File: config.mk
export PLATFORM = sky130hd
export DESIGN_NAME = debounce_timer_sched
export DESIGN_NICKNAME = d
export VERILOG_FILES = /design/src/rtl/debounce_pkg.sv /design/src/rtl/debounce_chan_timer.sv /design/src/rtl/debounce_timer_sched.sv
export SDC_FILE = /design/constraint.sdc
export NUM_CORES = 1
export LEC_CHECK = 0
export CORE_ASPECT_RATIO = 0.5
export CORE_UTILIZATION = 40
export DETAILED_ROUTE_END_ITERATION = 7
export GPL_TIMING_DRIVEN = 0
export HOLD_SLACK_MARGIN = 0.02
export PLACE_DENSITY = 0.59
export SLEW_MARGIN = 40
export SYNTH_ARGS = -nofsm -noshare
export SYNTH_HDL_FRONTEND = slang
export SYNTH_SLANG_ARGS = --single-unit
export TNS_END_PERCENT = 30
File: constraint.sdc
create_clock -name clk -period 2.8 [get_ports clk]
set_input_delay 0.28 -clock clk [delete_from_list [all_inputs] [get_ports clk]]
set_output_delay 0.28 -clock clk [all_outputs]
set_load 0.005 [all_outputs]
File: src/rtl/debounce_pkg.sv
// Shared types and defaults for the debounce timer scheduler and its channel slices.
package debounce_pkg;

    typedef logic [0:0] cfg_state_t;
    localparam cfg_state_t CFG_IDLE = 1'b0;
    localparam cfg_state_t CFG_PEND = 1'b1;

    localparam int DEF_PRESCALE     = 1000;
    localparam int DEF_CNT_W        = 8;
    localparam int DEF_PERIOD_TICKS = 20;

    // A zero-tick period would make a reload expire without any wait, so it is promoted to one tick.
    function automatic logic [31:0] clamp_period(input logic [31:0] period);
        return (period == 32'd0) ? 32'd1 : period;
    endfunction

endpackage

File: src/rtl/debounce_chan_timer.sv
// One debouncer channel slice: tick-driven down-counter plus edge capture into pending/overflow flags.
module debounce_chan_timer
    import debounce_pkg::*;
#(
    parameter int CNT_W = DEF_CNT_W
) (
    input  logic             clk,
    input  logic             reset_n,
    input  logic             tick,
    input  logic [CNT_W-1:0] period,
    input  logic             timer_reset,
    output logic             timer_done,
    input  logic             debounce_out,
    input  logic             evt_ack,
    output logic             evt_pending,
    output logic             evt_rise,
    output logic             evt_ovf
);

    logic [CNT_W-1:0] count_reg;
    logic             prev_reg;
    logic             edge_seen;

    assign edge_seen  = debounce_out ^ prev_reg;
    // Masking with timer_reset drops done in the very cycle the FSM requests a reload.
    assign timer_done = (count_reg == '0) && !timer_reset;

    always_ff @(posedge clk or negedge reset_n) begin
        if (!reset_n) begin
            count_reg   <= '0;
            prev_reg    <= 1'b0;
            evt_pending <= 1'b0;
            evt_rise    <= 1'b0;
            evt_ovf     <= 1'b0;
        end else begin
            if (timer_reset) begin
                count_reg <= period;
            end else if (tick && (count_reg != '0)) begin
                count_reg <= count_reg - CNT_W'(1);
            end

            prev_reg <= debounce_out;

            // A new edge wins over a simultaneous acknowledge so the event is never lost.
            if (edge_seen) begin
                evt_pending <= 1'b1;
                evt_rise    <= debounce_out;
            end else if (evt_ack) begin
                evt_pending <= 1'b0;
            end

            if (evt_ack) begin
                evt_ovf <= 1'b0;
            end else if (edge_seen && evt_pending) begin
                evt_ovf <= 1'b1;
            end
        end
    end

endmodule

File: src/rtl/debounce_timer_sched.sv
// Shared prescaler, run-time period register with valid/ready update, and event interrupt for N_CH debouncers.
module debounce_timer_sched
    import debounce_pkg::*;
#(
    parameter int N_CH       = 4,
    parameter int PRESCALE   = DEF_PRESCALE,
    parameter int CNT_W      = DEF_CNT_W,
    parameter int DEF_PERIOD = DEF_PERIOD_TICKS
) (
    input  logic             clk,
    input  logic             reset_n,
    input  logic [N_CH-1:0]  timer_reset,
    output logic [N_CH-1:0]  timer_done,
    input  logic [N_CH-1:0]  debounce_out,
    input  logic             cfg_valid,
    input  logic [CNT_W-1:0] cfg_period,
    output logic             cfg_ready,
    input  logic [N_CH-1:0]  evt_ack,
    output logic [N_CH-1:0]  evt_pending,
    output logic [N_CH-1:0]  evt_rise,
    output logic [N_CH-1:0]  evt_ovf,
    output logic             irq
);

    localparam int PS_W = (PRESCALE > 1) ? $clog2(PRESCALE) : 1;

    logic [PS_W-1:0]  presc_reg;
    logic             tick;
    logic [CNT_W-1:0] period_reg;
    logic [CNT_W-1:0] shadow_reg;
    cfg_state_t       cfg_state_reg;

    assign tick      = (presc_reg == PS_W'(PRESCALE - 1));
    assign cfg_ready = (cfg_state_reg == CFG_IDLE);

    always_ff @(posedge clk or negedge reset_n) begin
        if (!reset_n) begin
            presc_reg <= '0;
        end else if (tick) begin
            presc_reg <= '0;
        end else begin
            presc_reg <= presc_reg + PS_W'(1);
        end
    end

    // The period only changes on a tick, so every channel sees it switch at a tick boundary.
    always_ff @(posedge clk or negedge reset_n) begin
        if (!reset_n) begin
            period_reg    <= CNT_W'(DEF_PERIOD);
            shadow_reg    <= CNT_W'(DEF_PERIOD);
            cfg_state_reg <= CFG_IDLE;
        end else begin
            case (cfg_state_reg)
                CFG_IDLE: begin
                    if (cfg_valid) begin
                        shadow_reg    <= CNT_W'(clamp_period(32'(cfg_period)));
                        cfg_state_reg <= CFG_PEND;
                    end
                end
                CFG_PEND: begin
                    if (tick) begin
                        period_reg    <= shadow_reg;
                        cfg_state_reg <= CFG_IDLE;
                    end
                end
                default: cfg_state_reg <= CFG_IDLE;
            endcase
        end
    end

    always_ff @(posedge clk or negedge reset_n) begin
        if (!reset_n) begin
            irq <= 1'b0;
        end else begin
            irq <= |evt_pending;
        end
    end

    generate
        for (genvar gi = 0; gi < N_CH; gi++) begin : g_chan
            debounce_chan_timer #(
                .CNT_W(CNT_W)
            ) u_chan (
                .clk         (clk),
                .reset_n     (reset_n),
                .tick        (tick),
                .period      (period_reg),
                .timer_reset (timer_reset[gi]),
                .timer_done  (timer_done[gi]),
                .debounce_out(debounce_out[gi]),
                .evt_ack     (evt_ack[gi]),
                .evt_pending (evt_pending[gi]),
                .evt_rise    (evt_rise[gi]),
                .evt_ovf     (evt_ovf[gi])
            );
        end
    endgenerate

endmodule

; ---- After elaboration in Yosys (flattened, before gate mapping)
; Cells that the tools add are included.
[op_classes]
n_eq_ne = 1
n_mux = 29
n_reduce_logical = 40
n_bitwise = 5
addsub = 5
[op_table]
columns = op, count
row1 = two-way mux 8 bit, 9
row2 = logical NOT 8 bit, 5
row3 = nonzero test 8 bit, 4
row4 = subtractor 8 x 1 -> 8 bit (second input constant), 4
row5 = nonzero test 2 bit, 12
row6 = two-way mux 1 bit, 18
row7 = logical AND 1 bit, 12
row8 = adder 10 x 1 -> 10 bit (second input constant), 1
row9 = equality test 10 bit (second input constant), 1
row10 = two-way mux 10 bit, 1
row11 = logical NOT 1 bit, 4
row12 = AND reduction 2 bit, 2
row13 = OR reduction 4 bit, 1
row14 = XOR 1 bit, 4
row15 = case mux 1 bit (2 select lines), 1
row16 = inverter 1 bit, 1
[word_totals]
word_cells = 105
regBits = 76
output_inout_bits = 18

; ---- Logic depth before layout (Yosys ltp)
[logic_depth]
depth_word = 4
mapped_depth = 8
ltp_nobuf = 7

; ---- By module
; A second synthesis with hierarchy kept.
[unflattened]
hier_cells = 395
area_unflattened_um2 = 3985.1
[modules_own_cells]
columns = mod, seq_area_each_um2, cells_each, n_inst, area_per_inst_um2
row1 = debounce_chan_timer, 300.3, 76, 4, 700.7
row2 = debounce_timer_sched, 705.7, 91, 1, 1182.4

; ---- Least setup slack after synthesis
; OpenSTA, ideal clock, no wires.
[synth_path]
path_type = register to register
start = register presc_reg[0]
end = register g_chan[0].u_chan.count_reg[7]
stages_incl_launch_ff = 9
arrival_ns = 1.689
slack_ns = 0.981
cell_sequence = dfrtp_1 > ha_1 > and4bb_1 > and4_1 > buf_6 > buf_6 > buf_4 > a32oi_1 > o21ai_0
[synth_via]
elab_chain_cells = 3
[synth_lines]
columns = element, line
row1 = from (decl), debounce_timer_sched.sv:27  ; logic [PS_W-1:0] presc_reg;
row2 = from (signal assigned), debounce_timer_sched.sv:42  ; presc_reg <= presc_reg + PS_W'(1);
row3 = equality test 10 bit, debounce_timer_sched.sv:33  ; assign tick = (presc_reg == PS_W'(PRESCALE - 1));
row4 = logical AND 1 bit, debounce_chan_timer.sv:38  ; end else if (tick && (count_reg != '0)) begin
row5 = nonzero test 2 bit (no line), -
row6 = to (signal assigned), debounce_chan_timer.sv:37  ; count_reg <= period;
row7 = to (signal assigned), debounce_chan_timer.sv:39  ; count_reg <= count_reg - CNT_W'(1);
row8 = to (decl), debounce_chan_timer.sv:20  ; logic [CNT_W-1:0] count_reg;
; Every way passes these cells.
; A chain may end at the register's enable or synchronous reset.

; ---- Worst setup path after layout
[layout_path]
start = register g_chan[2].u_chan.count_reg[0]
end = output port timer_done[2]
[layout_via]
elab_chain_cells = 2
[layout_lines]
columns = element, line
row1 = from (decl), debounce_chan_timer.sv:20
row2 = from (signal assigned), debounce_chan_timer.sv:37
row3 = from (signal assigned), debounce_chan_timer.sv:39
row4 = logical NOT 8 bit, debounce_chan_timer.sv:26  ; assign timer_done = (count_reg == '0) && !timer_reset;
row5 = logical AND 1 bit, debounce_chan_timer.sv:26
row6 = to (decl), debounce_timer_sched.sv:13  ; output logic [N_CH-1:0] timer_done,
; Every way passes these cells.

==> results.toml <==
[status]
status = "finished, final reports clean"

[sta]
drv_slew = 0
period_minus_slack_ps = 2620
max_freq_mhz = 382
worstMarginPinSlew_ps = 478
rsz0062_at_grt = "no"
tns_ps = 0
setup_violations = 0
min_period_over_period_pct = 93.5
maxSlewHeadroom_pct = 68.1
clock_skew_ps = 5.96
hold_viol = 0

[setup_path]
rr_startpoint = "presc_reg[0]"
cp-endpoint = "timer_done[2]"
cp-start-kind = "flop"
worstPathMaxFanout = 8
r2r-end = "g_chan[2].u_chan.count_reg[7]"
cp_data_required_time_ps = 2520
startpoint = "g_chan[2].u_chan.count_reg[0]"
rrSetupSlack_ps = 710
critPathArrivalTime_ps = 2340
endpoint_kind = "primary output"
critPathKind = "flop to primary output"
r2r_cells = 8

[flow_run]
maxCapViolCount = 0

[floorplan]
rows = 24
die_y_um = 71.3
core_area_mm2 = 0.00901
die_area_mm2 = 0.0100
ios = 41
start_util_pct = 42.6
die_w_um = 140

[routing]
drt_iter0_drc = 181
vias = 2898
avgViaCountPerCell = 5.24
drc = 0
routed_wl_mm = 8.47
first_pass_iters = 5
wire_per_inst_um = 15.3
ant_nets = 0

[placed_design]
placed_area_mm2 = 0.00438
io_buffers = 37
dpl.hpwl_mm = 5.87
gp_congestion = 0.871

[cells_and_area]
n_antenna_cell = 0
areaGrowthSynthToFinish_pct = 23.9
final_nets = 459
largest_register_ff_count = 32
fillers = 793
drive_above_1_share_pct = 16.5
fin_area_mm2 = 0.00475

[global_routing]
grt_pass1_wl_mm = 15.1
use_met1_pct = 24.5
grt_pass1_vias = 3087
use_met2_pct = 31.3
grt.total_usage_pct = 19.6
grt_antenna_before_repair = 0
grt_max_degree = 63
grt.busiest_layer = "met2"
grt_overflow = 0
grt_util_met3_pct = 5.55

[hold_path]
min_path_type = "input pin to asynchronous set/reset pin"

[logic_synthesis]
yosysMostFrequentCell = "dfrtp_1"
syn_inst = 381
mappedNetlistNets = 409
synth_common_cells = "72 x dfrtp_1, 37 x nor2_1, 36 x nand2_1, 20 x mux2_2, 18 x nand3_1"
synth_edf_count = 0
synth_area_leaders = "dfrtp_1 47%, mux2_2 5.9%, nor2_1 3.6%, nand2_1 3.5%, buf_4 3.3%"
ys_ff_latch = 76
synth_warnings = 0
synth.yosys.seq_area_share_pct = 49.7
syn_area_per_cell_um2 = 10.1
synth_ff_type = "dfrtp_1"
post-synth-top-area-cell = "dfrtp_1"
syn_area_mm2 = 0.00384
synth.distinct_cells = 54
synthArstFlopShare_pct = 100
synth_top_area_share_pct = 47.0

[cts]
clk_pin_slew_ps = 60
clock_latency_ps = 340
cts.sinks = 76
cts_htree_levels = 3
numCtsBuffers = 9
cts-root-buf = "clkbuf_16"
clock_path_buffers = 2
postCtsSetupBuffers = 0
cts_tree = "built"

[power]
total_leakage_power_nw = 2.11
ir_drop_v = 0.000346
powerDensity_mw_per_mm2 = 586
-- how the worst min path moves through the flow --
| stage | from | endpoint | cells after the start |
|---|---|---|---|
| 6_report | reset_n | shadow_reg[3] | 2 |
| 5_1_grt | reset_n | g_chan[3].u_chan.evt_ovf | 2 |
| 4_1_cts | reset_n | g_chan[2].u_chan.evt_rise | 2 |
| 3_5_place_dp | reset_n | g_chan[2].u_chan.prev_reg | 1 |
| 3_3_place_gp | presc_reg[9] | presc_reg[9] | 1 |
| 2_1_floorplan | reset_n | cfg_state_reg | 0 |
-- power breakdown --
part / total [mW] / internal (mW) / switching, mW
registers: 1.18 / 1.14 / 0.0346
logic: 0.247 / 0.140 / 0.107
clock network: 1.36 / 0.918 / 0.445
-- stage by stage --
stage | setup slack [ps] | util (%) | instances | total power, mW | hold slack, ps
final | 181 | 52.8 | 553 | 2.79 | 328
after detailed placement | 460 | 48.6 | 536 | 1.44 | 117
after floorplan | 981 | - | 381 | 1.31 | -15.6
after CTS | 97.8 | 52.7 | 553 | 2.82 | 322
after global routing | 29.2 | 52.8 | 553 | 2.91 | 348
after global placement | -1130 | 48.3 | 535 | 1.43 | 464
-- placed cells by master (no fill, tap or decap), types with 4 or more instances in the layout --
cell	n
dfrtp_1	72
nor2_1	37
nand2_1	36
clkdlybuf4s50_1	36
mux2_2	20
nand3_1	18
inv_1	17
buf_4	17
o21ai_0	17
nor3_1	13
a21oi_1	11
xnor2_1	10
xor2_1	10
nor2b_1	10
clkbuf_16	9
clkbuf_1	8
mux2i_1	6
o21ai_1	6
ha_1	5
nand4_1	4
nor4_1	4
dfstp_2	4
-- logic make-up after synthesis --
family / after synthesis / share of synthesized area, %
muxes: 27 / 7.73
xor gates and xnor gates: 20 / 4.57
and+or+nand+nor: 143 / 18.8
DFF: 76 / 49.7
buffers and inverters: 46 / 6.62
AOI/OAI and AO/OA: 64 / 11.0
adders and majority gates: 5 / 1.63
-- critical path, stage by stage (launching register included) --
cell and delay [ps]:
dfrtp_1 370, inv_1 90, ha_1 180, nand2b_1 60, clkbuf_1 190, or3_4 430, nor2_1 100, buf_4 110
clkdlybuf4s50_1 480
-- per-layer routing --
metal | routed length [µm] | vias up
met3 | 435 | 27
met2 | 3910 | 72
met4 | 286 | 0
li1 | - | 1414
met5 | 0 | -
met1 | 3830 | 1385
-- area by class of cell --
type	count	area, µm²	share of cell area (%)
clock inverters	4	95.1	2.00
clock buffers	12	256	5.39
repair buffers	39	409	8.61
flip-flops and latches	76	1910	40.1
plain buffers	28	186	3.92
well taps	117	146	3.08
multi-input cells	259	1690	35.5
inverters	18	67.6	1.42
-- repair_timing --
item,in CTS,in global routing
gates resized for setup,0,2
hold endpoints to repair,14,0
hold buffers,1,0
setup endpoints to repair,0,2
(Power assumes the default switching activity.)
